<file path="config.mk">
export PLATFORM = sky130hd
export DESIGN_NAME = bpug_sequencer
export DESIGN_NICKNAME = d
export VERILOG_FILES = /design/src/rtl/bpug_pkg.sv /design/src/rtl/bpug_fetch.sv /design/src/rtl/bpug_sequencer.sv
export SDC_FILE = /design/constraint.sdc
export NUM_CORES = 1
export LEC_CHECK = 0
export CAP_MARGIN = 20
export CORE_MARGIN = 4
export CORE_UTILIZATION = 52
export DETAILED_ROUTE_END_ITERATION = 8
export PLACE_DENSITY_LB_ADDON = 0.3
export SYNTH_ARGS = -nofsm -noshare
export SYNTH_HDL_FRONTEND = slang
export SYNTH_SLANG_ARGS = --single-unit
</file>
<file path="constraint.sdc">
create_clock -name clk_bpug -period 4.35 [get_ports clk_bpug]
set_input_delay 0.87 -clock clk_bpug [delete_from_list [all_inputs] [get_ports clk_bpug]]
set_output_delay 0.87 -clock clk_bpug [all_outputs]
set_load 0.005 [all_outputs]
</file>
<file path="src/rtl/bpug_pkg.sv">
// Shared constants, instruction-field layout, state encoding and small helpers
// for the BPU-group sequencer.
package bpug_pkg;

    localparam int INSTR_W    = 13;
    localparam int OP_LSB     = 0;
    localparam int OP_W       = 5;
    localparam int DSEL_BIT   = 5;
    localparam int EN_WGT_BIT = 6;
    localparam int EN_IMG_BIT = 7;
    localparam int UP_BIT     = 8;
    localparam int ISEL_BIT   = 9;
    localparam int WSEL_LSB   = 10;
    localparam int WSEL_W     = 3;

    localparam logic [INSTR_W-1:0] INSTR_NOP = 13'd0;

    localparam int WGT_WORDS = 56;
    localparam int IMG_WORDS = 16;
    localparam int MAX_ROWS  = 9;

    typedef enum logic [2:0] {
        ST_IDLE     = 3'd0,
        ST_LOAD_WGT = 3'd1,
        ST_LOAD_IMG = 3'd2,
        ST_COMPUTE  = 3'd3,
        ST_SHIFT_UP = 3'd4,
        ST_DRAIN    = 3'd5,
        ST_DONE     = 3'd6
    } state_t;

    function automatic logic [INSTR_W-1:0] make_instr(
        input logic [OP_W-1:0]   op,
        input logic              dsel,
        input logic              en_img,
        input logic              en_wgt,
        input logic              up,
        input logic              isel,
        input logic [WSEL_W-1:0] wsel
    );
        logic [INSTR_W-1:0] w;
        w                       = INSTR_NOP;
        w[OP_LSB +: OP_W]       = op;
        w[DSEL_BIT]             = dsel;
        w[EN_WGT_BIT]           = en_wgt;
        w[EN_IMG_BIT]           = en_img;
        w[UP_BIT]               = up;
        w[ISEL_BIT]             = isel;
        w[WSEL_LSB +: WSEL_W]   = wsel;
        return w;
    endfunction

    // Zero rows would never compute, so it is promoted to one pass.
    function automatic logic [3:0] clamp_rows(input logic [3:0] r);
        logic [3:0] c;
        if (r == 4'd0) begin
            c = 4'd1;
        end else if (r > 4'(MAX_ROWS)) begin
            c = 4'(MAX_ROWS);
        end else begin
            c = r;
        end
        return c;
    endfunction

    function automatic logic [2:0] wgt_group(input logic [5:0] n);
        return 3'(n / 6'd7);
    endfunction

endpackage

</file>
<file path="src/rtl/bpug_fetch.sv">
// Address counter and single-outstanding read handshake for the on-chip
// buffer, shared by the weight and image load phases.
module bpug_fetch
    import bpug_pkg::*;
#(
    parameter int ADDR_W = 10
) (
    input  logic              clk_bpug,
    input  logic              rst,
    input  logic              flush,
    input  logic              launch,
    input  logic [ADDR_W-1:0] base,
    input  logic [5:0]        len,
    input  logic              rd_valid,
    output logic              rd_req,
    output logic [ADDR_W-1:0] rd_addr,
    output logic [5:0]        idx,
    output logic              accept,
    output logic              last
);

    logic              req_r;
    logic [ADDR_W-1:0] addr_r;
    logic [5:0]        idx_r;

    // A flushed request must not accept a response arriving on the same cycle.
    assign accept  = req_r & rd_valid & ~flush & ~rst;
    assign last    = accept & (idx_r == (len - 6'd1));
    assign rd_req  = req_r;
    assign rd_addr = addr_r;
    assign idx     = idx_r;

    // Request/address counter; a launch on the final accept chains straight into the next phase
    always_ff @(posedge clk_bpug) begin
        if (rst || flush) begin
            req_r  <= 1'b0;
            addr_r <= {ADDR_W{1'b0}};
            idx_r  <= 6'd0;
        end else if (launch) begin
            req_r  <= 1'b1;
            addr_r <= base;
            idx_r  <= 6'd0;
        end else if (accept) begin
            if (last) begin
                req_r <= 1'b0;
            end else begin
                idx_r  <= idx_r + 6'd1;
                addr_r <= addr_r + ADDR_W'(1'b1);
            end
        end
    end

endmodule

</file>
<file path="src/rtl/bpug_sequencer.sv">
// Layer-level controller for one BPU group: loads weights and image columns,
// steps the compute window and tags results. Optional stall counter: BPUG_SEQ_PERF_EN.
module bpug_sequencer
    import bpug_pkg::*;
#(
    parameter int BPU_LAT = 2,
    parameter int ADDR_W  = 10
) (
    input  logic              clk_bpug,
    input  logic              rst,
    input  logic              start,
    input  logic              abort,
    input  logic [4:0]        cfg_op,
    input  logic [2:0]        cfg_height,
    input  logic [3:0]        cfg_rows,
    input  logic [ADDR_W-1:0] cfg_wgt_base,
    input  logic [ADDR_W-1:0] cfg_img_base,
    output logic              rd_req,
    output logic [ADDR_W-1:0] rd_addr,
    input  logic              rd_valid,
    input  logic [7:0]        rd_data,
    output logic [12:0]       instr,
    output logic [7:0]        data,
    output logic              sel,
    output logic [2:0]        height,
    output logic              out_valid,
    output logic [3:0]        out_row,
    output logic              out_col,
    output logic              busy,
    output logic              done
`ifdef BPUG_SEQ_PERF_EN
    ,
    output logic [15:0]       stall_cnt
`endif
);

    state_t       state_r;
    logic [3:0]   rows_r;
    logic [3:0]   row_r;
    logic         phase_r;
    logic [12:0]  instr_r;
    logic [7:0]   data_r;
    logic         sel_r;
    logic [2:0]   height_r;
    logic         busy_r;
    logic         done_r;
    logic         iss_v_r;
    logic [3:0]   iss_row_r;
    logic         iss_col_r;

    logic [BPU_LAT-1:0] v_pipe_r;
    logic [BPU_LAT-1:0] col_pipe_r;
    logic [3:0]         row_pipe_r [BPU_LAT];

    logic              fetch_launch_s;
    logic [ADDR_W-1:0] fetch_base_s;
    logic [5:0]        fetch_len_s;
    logic [5:0]        fetch_idx_s;
    logic              fetch_accept_s;
    logic              fetch_last_s;
    logic [BPU_LAT:0]  pend_s;
    logic              drain_clear_s;

    assign fetch_launch_s = ((state_r == ST_IDLE) && start) ||
                            ((state_r == ST_LOAD_WGT) && fetch_last_s);
    assign fetch_base_s   = (state_r == ST_IDLE) ? cfg_wgt_base : cfg_img_base;
    assign fetch_len_s    = (state_r == ST_LOAD_IMG) ? 6'(IMG_WORDS) : 6'(WGT_WORDS);

    bpug_fetch #(.ADDR_W(ADDR_W)) u_fetch (
        .clk_bpug (clk_bpug),
        .rst      (rst),
        .flush    (abort),
        .launch   (fetch_launch_s),
        .base     (fetch_base_s),
        .len      (fetch_len_s),
        .rd_valid (rd_valid),
        .rd_req   (rd_req),
        .rd_addr  (rd_addr),
        .idx      (fetch_idx_s),
        .accept   (fetch_accept_s),
        .last     (fetch_last_s)
    );

    // The last stage drops out by itself, so drain ends once every earlier stage is empty.
    assign pend_s        = {v_pipe_r, iss_v_r};
    assign drain_clear_s = ~|pend_s[BPU_LAT-1:0];

    // Sequencer state machine and registered BPUG-facing outputs
    always_ff @(posedge clk_bpug) begin
        if (rst || abort) begin
            state_r   <= ST_IDLE;
            rows_r    <= 4'd1;
            row_r     <= 4'd0;
            phase_r   <= 1'b0;
            instr_r   <= INSTR_NOP;
            data_r    <= 8'd0;
            sel_r     <= 1'b0;
            height_r  <= 3'd0;
            busy_r    <= 1'b0;
            done_r    <= 1'b0;
            iss_v_r   <= 1'b0;
            iss_row_r <= 4'd0;
            iss_col_r <= 1'b0;
        end else begin
            instr_r   <= INSTR_NOP;
            data_r    <= 8'd0;
            sel_r     <= 1'b0;
            done_r    <= 1'b0;
            iss_v_r   <= 1'b0;
            iss_row_r <= 4'd0;
            iss_col_r <= 1'b0;
            height_r  <= cfg_height;
            busy_r    <= 1'b1;
            case (state_r)
                ST_IDLE: begin
                    height_r <= 3'd0;
                    busy_r   <= 1'b0;
                    if (start) begin
                        state_r  <= ST_LOAD_WGT;
                        rows_r   <= clamp_rows(cfg_rows);
                        row_r    <= 4'd0;
                        phase_r  <= 1'b0;
                        height_r <= cfg_height;
                        busy_r   <= 1'b1;
                    end
                end
                ST_LOAD_WGT: begin
                    if (fetch_accept_s) begin
                        instr_r <= make_instr(5'd0, 1'b0, 1'b0, 1'b1, 1'b0, 1'b0,
                                              wgt_group(fetch_idx_s));
                        data_r  <= rd_data;
                        if (fetch_last_s) begin
                            state_r <= ST_LOAD_IMG;
                        end
                    end
                end
                ST_LOAD_IMG: begin
                    if (fetch_accept_s) begin
                        instr_r <= make_instr(5'd0, 1'b0, 1'b1, 1'b0, 1'b0,
                                              fetch_idx_s[3], 3'd0);
                        data_r  <= rd_data;
                        sel_r   <= 1'b1;
                        if (fetch_last_s) begin
                            state_r <= ST_COMPUTE;
                            row_r   <= 4'd0;
                            phase_r <= 1'b0;
                        end
                    end
                end
                ST_COMPUTE: begin
                    instr_r   <= make_instr(cfg_op, phase_r, 1'b0, 1'b0, 1'b0, 1'b0, 3'd0);
                    iss_v_r   <= 1'b1;
                    iss_row_r <= row_r;
                    iss_col_r <= phase_r;
                    phase_r   <= ~phase_r;
                    if (phase_r) begin
                        if (row_r < (rows_r - 4'd1)) begin
                            state_r <= ST_SHIFT_UP;
                        end else begin
                            state_r <= ST_DRAIN;
                        end
                    end
                end
                ST_SHIFT_UP: begin
                    instr_r <= make_instr(5'd0, 1'b0, 1'b0, 1'b0, 1'b1, 1'b0, 3'd0);
                    row_r   <= row_r + 4'd1;
                    state_r <= ST_COMPUTE;
                end
                ST_DRAIN: begin
                    if (drain_clear_s) begin
                        state_r <= ST_DONE;
                        done_r  <= 1'b1;
                    end
                end
                ST_DONE: begin
                    state_r  <= ST_IDLE;
                    height_r <= 3'd0;
                    busy_r   <= 1'b0;
                end
                default: begin
                    state_r  <= ST_IDLE;
                    height_r <= 3'd0;
                    busy_r   <= 1'b0;
                end
            endcase
        end
    end

    // Result-tag delay line matching the BPU latency
    always_ff @(posedge clk_bpug) begin
        if (rst || abort) begin
            v_pipe_r   <= {BPU_LAT{1'b0}};
            col_pipe_r <= {BPU_LAT{1'b0}};
            for (int i = 0; i < BPU_LAT; i++) begin
                row_pipe_r[i] <= 4'd0;
            end
        end else begin
            v_pipe_r[0]   <= iss_v_r;
            col_pipe_r[0] <= iss_col_r;
            row_pipe_r[0] <= iss_row_r;
            for (int i = 1; i < BPU_LAT; i++) begin
                v_pipe_r[i]   <= v_pipe_r[i-1];
                col_pipe_r[i] <= col_pipe_r[i-1];
                row_pipe_r[i] <= row_pipe_r[i-1];
            end
        end
    end

    assign instr     = instr_r;
    assign data      = data_r;
    assign sel       = sel_r;
    assign height    = height_r;
    assign busy      = busy_r;
    assign done      = done_r;
    assign out_valid = v_pipe_r[BPU_LAT-1];
    assign out_col   = col_pipe_r[BPU_LAT-1];
    assign out_row   = row_pipe_r[BPU_LAT-1];

`ifdef BPUG_SEQ_PERF_EN
    logic [15:0] stall_cnt_r;

    // Saturating count of cycles spent waiting on the buffer
    always_ff @(posedge clk_bpug) begin
        if (rst) begin
            stall_cnt_r <= 16'd0;
        end else if ((state_r == ST_IDLE) && start && !abort) begin
            stall_cnt_r <= 16'd0;
        end else if (rd_req && !rd_valid && (stall_cnt_r != 16'hFFFF)) begin
            stall_cnt_r <= stall_cnt_r + 16'd1;
        end
    end

    assign stall_cnt = stall_cnt_r;
`endif

endmodule

</file>
* After elaboration in Yosys (flattened, before gate mapping)
Memories as Yosys holds them, arrays and structs flattened.
Cells that the tools add are included.
** Word-level totals
- Output and inout bits :: 44
- Memories kept :: 1
- Bits in writable memories :: 8
- Bits in latches :: 0
- Register bits after elaboration :: 66
- Logic and storage cells :: 121
- Bits in read-only memories :: 0
** Operators by class
- Multipliers :: 0
- Eq/ne operators :: 14
- Shifts and indexed selects :: 0
- Reductions and logical operators :: 25
- Muxes and demuxes :: 40
- Div/mod/pow operators :: 1
- Bitwise logic cells :: 15
- $add $sub $neg :: 5
- Order comparisons :: 2
** Memories
- row_pipe_r :: depth 2, width 4, read ports 2, clocked after Yosys merged registers in 0, write ports 2, RTL line bpug_sequencer.sv:53 : logic [3:0] row_pipe_r [BPU_LAT];
** Operators with widths (count)
- $pmux W13 S4 :: 1
- $mux W10 :: 5
- $mux W4 :: 7
- $mux W3 :: 8
- $pmux W3 S6 :: 1
- $mux W13 :: 1
- $mux W1 :: 12
- $ne A2 B2 Y1 const B :: 6
- $pmux W4 S3 :: 1
- $reduce_or A2 Y1 :: 6
- $add A10 B1 Y10 const B :: 1
- $not A1 Y1 :: 9
- $reduce_and A2 Y1 :: 4
- $reduce_and A4 Y1 :: 2
- $reduce_and A7 Y1 :: 1
- $add A6 B1 Y6 const B :: 1
- $div A6 B3 Y6 const B :: 1
- $eq A3 B2 Y1 const B :: 2
- $eq A3 B3 Y1 const B :: 2
- $eq A6 B6 Y1 :: 1
- $mux W6 :: 1
- $pmux W3 S2 :: 1
- $reduce_bool A3 Y1 :: 2
- $sub A6 B1 Y6 const B :: 1
- 17 further kinds :: 25

* Logic depth before layout (Yosys ltp)
- Depth after elaboration :: 9
- Gate-level depth with buffers :: 10
- Depth with buffers taken out :: 9

* By module
From an unflattened synthesis, not the netlist that was laid out.
** Second synthesis, totals
- Cells, all modules :: 392
- Area total of the unflattened synthesis :: 3578.4 um2
** Modules (own cells, without submodules)
- bpug_sequencer :: instances 1, cells each 262, area each 2466.1 um2
- bpug_fetch :: instances 1, cells each 130, area each 1112.3 um2

* Worst setup path before layout
Ideal clock, no wire load.
- Path type :: register to register
- Start point :: register u_fetch.idx_r[3], in the netlist u_fetch.idx[3]
- End point :: register instr_r[10], in the netlist instr[10]
- Data required time :: 4.276 ns
- Path buffers :: 1
- Setup time :: 0.074 ns
- Arrival time :: 2.181 ns
- Stages on the path, launching flop included :: 11
- Path slack :: 2.095 ns
- Period minus slack after synthesis :: 2.255 ns
- Cell sequence :: dfxtp_1 -> buf_1 -> nand2_1 -> xnor2_1 -> mux2i_1 -> ha_1 -> and2_1 -> maj3_1 -> a22oi_1 -> a221oi_1 -> a31oi_1
** On the way
- Word-level cells in the longest chain between the ends :: 3
** RTL lines
- start, declared :: RTL line bpug_fetch.sv:24 : logic [5:0] idx_r;
- start signal, assigned :: RTL line bpug_fetch.sv:47 : idx_r <= idx_r + 6'd1;
- $div A6 B3 Y6 :: RTL line bpug_pkg.sv:67 : return 3'(n / 6'd7);
- $mux W13 :: RTL line bpug_sequencer.sv:128 : if (fetch_accept_s) begin
- $pmux W13 S4 :: RTL line bpug_sequencer.sv:114 : case (state_r)
- end signal, assigned :: RTL line bpug_sequencer.sv:129 : instr_r <= make_instr(5'd0, 1'b0, 1'b0, 1'b1, 1'b0, 1'b0,
- end signal, assigned :: RTL line bpug_sequencer.sv:139 : instr_r <= make_instr(5'd0, 1'b0, 1'b1, 1'b0, 1'b0,
- end signal, assigned :: RTL line bpug_sequencer.sv:151 : instr_r <= make_instr(cfg_op, phase_r, 1'b0, 1'b0, 1'b0, 1'b0, 3'd0);
- end, declared :: RTL line bpug_sequencer.sv:41 : logic [12:0] instr_r;
No other way between the ends.
A chain may end at the register's enable or synchronous reset.

* Worst setup path in the final report
- Start point :: input port rst
- End point :: register u_fetch.idx_r[2], in the netlist u_fetch.idx[2]
** On the way
- Word-level cells in the longest chain between the ends :: 6
- Elaborated cells on any way between the ends :: 9
** RTL lines
- start, declared :: RTL line bpug_sequencer.sv:10 : input logic rst,
- $not A1 Y1 :: RTL line bpug_fetch.sv:27 : assign accept = req_r & rd_valid & ~flush & ~rst;
- $and A1 B1 Y1 :: RTL line bpug_fetch.sv:27
- $and A1 B1 Y1 :: RTL line bpug_fetch.sv:28 : assign last = accept & (idx_r == (len - 6'd1));
- $logic_and A1 B1 Y1 :: RTL line bpug_sequencer.sv:65 : ((state_r == ST_LOAD_WGT) && fetch_last_s);
- $logic_or A1 B1 Y1 :: RTL line bpug_sequencer.sv:64 : assign fetch_launch_s = ((state_r == ST_IDLE) && start) ||
- $reduce_or A2 Y1 (no source line)
Parallel ways exist; a longest one is shown, timed or not.

==> impl_metrics.sql <==
INSERT INTO impl_metrics (metric_group, metric, value, unit) VALUES
('synthesis', 'synth_fp_nets', '407', ''),
('clocking', 'clock_insertion_delay_worst_skew', '350', 'ps'),
('worst_setup_path', 'crit_path_end_kind', 'flop', ''),
('synthesis', 'synth-async-reset-ratio', '0', ''),
('place', 'detailedPlacementHpwl', '5172', 'um'),
('timing', 'rsz_0062_raised_after_global_routing', 'no', ''),
('timing', 'finalCritPeriodShare', '0.6736', ''),
('drt', 'drcViolationCount', '0', ''),
('place', 'placement.io_buffers', '88', ''),
('synthesis', 'syn_area_per_cell', '9.324', 'sq um'),
('synthesis', 'synthMostInstantiatedCell', 'sky130_fd_sc_hd__dfxtp_1', ''),
('place', 'placement.setup.worst_slack', '1087', 'ps'),
('worst_setup_path', 'timing.critical_path.slowest_stage_cell', 'sky130_fd_sc_hd__o31a_1', ''),
('timing', 'final.setup_skew', '5.773', 'ps'),
('drt', 'drt_pre_antenna_iters', '4', ''),
('clocking', 'clkSinkCount', '74', ''),
('floorplan', 'start_util', '0.5446', ''),
('clocking', 'cts_buffers', '9', ''),
('clocking', 'clkSlewWorstSetupHoldPaths', '70', 'ps'),
('pwr', 'power.static_leakage', '1.595', 'nW'),
('layout', 'final_area', '4429', 'sq um'),
('pwr', 'max_ir_drop_vdd', '0.1920', 'mV'),
('global_route', 'largest_net_degree_at_the_start_of_global_routing', '26', ''),
('worst_setup_path', 'critical_path_required', '4600', 'ps'),
('job', 'max_cap_violations', '0', ''),
('global_route', 'via_count_of_the_first_global_routing_pass', '2596', ''),
('timing', 'worst_pin_slew', '813.0', 'ps'),
('global_route', 'antenna_found_initial', '0', ''),
('synthesis', 'synth_seq_cells', '74', ''),
('synthesis', 'yosys.area.top_type', 'sky130_fd_sc_hd__dfxtp_1', ''),
('min_path', 'timing.hold.worst_endpoint', 'col_pipe_r[1]$_SDFF_PP0_', ''),
('drt', 'dr.first_iter.drc_count', '110', ''),
('worst_setup_path', 'rr_worst_depth', '5', ''),
('worst_setup_path', 'worstSetupStartpointType', 'primary input', ''),
('worst_setup_path', 'timing.critical_path.cells', 'clkdlybuf4s50_1 -> nand4bb_1 -> buf_4 -> or4_1 -> o31a_1 -> nand2_1 -> a311oi_1', ''),
('synthesis', 'synth_top_area_share', '0.4514', ''),
('clocking', 'ctsResizeCount', '0', ''),
('synthesis', 'ys_dominant_reg_cell', 'sky130_fd_sc_hd__dfxtp_1', ''),
('worst_setup_path', 'critical_path_buf_inv_count', '2', ''),
('synthesis', 'yosys.cell_types.count', '54', ''),
('run_status', 'status', 'finished clean', ''),
('timing', 'report.final.hold_viol_count', '0', ''),
('min_path', 'hp-class', 'reg2reg', ''),
('synthesis', 'synth-edff-count', '0', ''),
('global_route', 'grt_first_pass_wirelength', '12140', 'um'),
('layout', 'layout.nets', '487', ''),
('drt', 'postRouteWirelength', '7505', 'um'),
('floorplan', 'boundaryPins', '89', ''),
('global_route', 'gr_ovfl_total', '0', ''),
('synthesis', 'synth.cell_area', '3282', 'sq um'),
('floorplan', 'coreArea', '6026', 'sq um'),
('drt', 'detail-route-antenna-nets', '0', ''),
('place', 'gp_congestion', '0.8416', ''),
('timing', 'maxSlewViolCount', '0', ''),
('floorplan', 'fp.dieH', '87.45', 'um'),
('worst_setup_path', 'timing.critical_path.slowest_cell_delay', '650', 'ps'),
('pwr', 'cellPowerDensity', '336.1', 'nW/um^2'),
('min_path', 'launch_instance_of_the_worst_min_delay_path', 'col_pipe_r[0]$_SDFF_PP0_', ''),
('layout', 'drive_gt1_frac', '0.08736', ''),
('worst_setup_path', 'critical_path.top_delay_family', 'compound AO/OA/AOI/OAI gates', ''),
('place', 'dpl.cell_count', '496', ''),
('clocking', 'cts_hold_repair.buffers', '0', ''),
('clocking', 'cts_tree', 'built', ''),
('clocking', 'clock-root-buffer', 'sky130_fd_sc_hd__clkbuf_8', ''),
('synthesis', 'synth.yosys.warnings', '0', ''),
('timing', 'fmaxAchievable', '0.3413', 'GHz'),
('drt', 'route.vias.total', '2797', ''),
('timing', 'timing.setup.tns', '0', 'ps'),
('floorplan', 'die_width', '87.45', 'um'),
('worst_setup_path', 'arrival', '3180', 'ps'),
('timing', 'timing.slew.headroom', '0.4573', '');
-- cell type report --
type	instances	area [sq um]
Multi-Input combinational cell	247	1660
Fill cell	429	1597
Sequential cell	74	1481
Timing Repair Buffer	92	910.9
Clock inverter	5	128.9
Clock buffer	9	123.9
Tap cell	75	93.84
Inverter	8	30.03
-- worst max path at each step --
stage	start	slack [ps]	endpoint
floorplan	u_fetch.idx[3]$_SDFFE_PP0P_	2100	instr[10]$_SDFF_PP0_
global placement	rst	1190	u_fetch.idx[2]$_SDFFE_PP0P_
detailed placement	rst	1090	u_fetch.idx[2]$_SDFFE_PP0P_
CTS	rst	1450	u_fetch.idx[2]$_SDFFE_PP0P_
global route	rst	1230	u_fetch.idx[2]$_SDFFE_PP0P_
finish	rst	1420	u_fetch.idx[2]$_SDFFE_PP0P_
-- layout by cell type (no fill, tap or decap), types with 5 or more instances in the layout --
| cell | Yosys | routed |
|---|---|---|
| sky130_fd_sc_hd__ha_1 | 10 | 10 |
| sky130_fd_sc_hd__nand2_1 | 18 | 18 |
| sky130_fd_sc_hd__o21ai_1 | 9 | 9 |
| sky130_fd_sc_hd__nor4_1 | 5 | 5 |
| sky130_fd_sc_hd__nor2_1 | 21 | 21 |
| sky130_fd_sc_hd__mux2_2 | 11 | 11 |
| sky130_fd_sc_hd__o21ai_0 | 13 | 13 |
| sky130_fd_sc_hd__clkdlybuf4s50_1 | 0 | 88 |
| sky130_fd_sc_hd__nand3_1 | 6 | 6 |
| sky130_fd_sc_hd__inv_1 | 8 | 8 |
| sky130_fd_sc_hd__clkbuf_8 | 0 | 9 |
| sky130_fd_sc_hd__and2_1 | 38 | 38 |
| sky130_fd_sc_hd__dfxtp_1 | 74 | 74 |
| sky130_fd_sc_hd__nor3_1 | 8 | 7 |
| sky130_fd_sc_hd__nand4_1 | 6 | 6 |
| sky130_fd_sc_hd__xnor2_1 | 13 | 13 |
| sky130_fd_sc_hd__a21oi_1 | 31 | 31 |
-- power by group --
part           internal [mW]  total [mW]  switching, mW  leakage (nW)
combinational         0.0686       0.109         0.0403         0.872
sequential             0.685       0.697         0.0117         0.598
clock                  0.434       0.683          0.250         0.125
total                   1.19        1.49          0.301          1.60
-- cells by family after synthesis --
group / count (synthesis) / synth area share
adders and majority gates: 11 / 0.04117
and+or+nand+nor: 124 / 0.2124
xor gates and xnor gates: 17 / 0.04537
buffers and inverters: 31 / 0.04422
muxes: 17 / 0.06138
AOI/OAI and AO/OA: 78 / 0.1441
DFF: 74 / 0.4514
-- registers in the layout (all words and copies together), names as in the netlist, 2 cells and up --
| name | count |
|---|---|
| instr | 13 |
| u_fetch.rd_addr | 10 |
| data | 8 |
| row_pipe_r | 8 |
| u_fetch.idx | 6 |
| iss_row_r | 4 |
| row_r | 4 |
| rows_r | 4 |
| height | 3 |
| state_r | 3 |
| col_pipe_r | 2 |
| v_pipe_r | 2 |
-- layer usage --
metal / global-route usage / wire (um) / vias up / part of all wire
met4: 0.09902 / 148 / 0 / 0.020
met1: 0.2433 / 3123 / 1283 / 0.42
met5: 0 / 0 / - / 0
met2: 0.3370 / 3741 / 100 / 0.50
li1: - / - / 1399 / -
met3: 0.04920 / 491 / 15 / 0.065
-- metrics by stage --
| stage | power, mW | hold WS [ps] |
|---|---|---|
| final | 1.489 | 422.4 |
| after global routing | 1.539 | 436.7 |
| after floorplan | 0.7572 | 405.7 |
| after global placement | 0.8176 | 409.2 |
| after detailed placement | 0.8199 | 411.4 |
| after CTS | 1.498 | 425.8 |
Power figures use the tool's default switching activity.
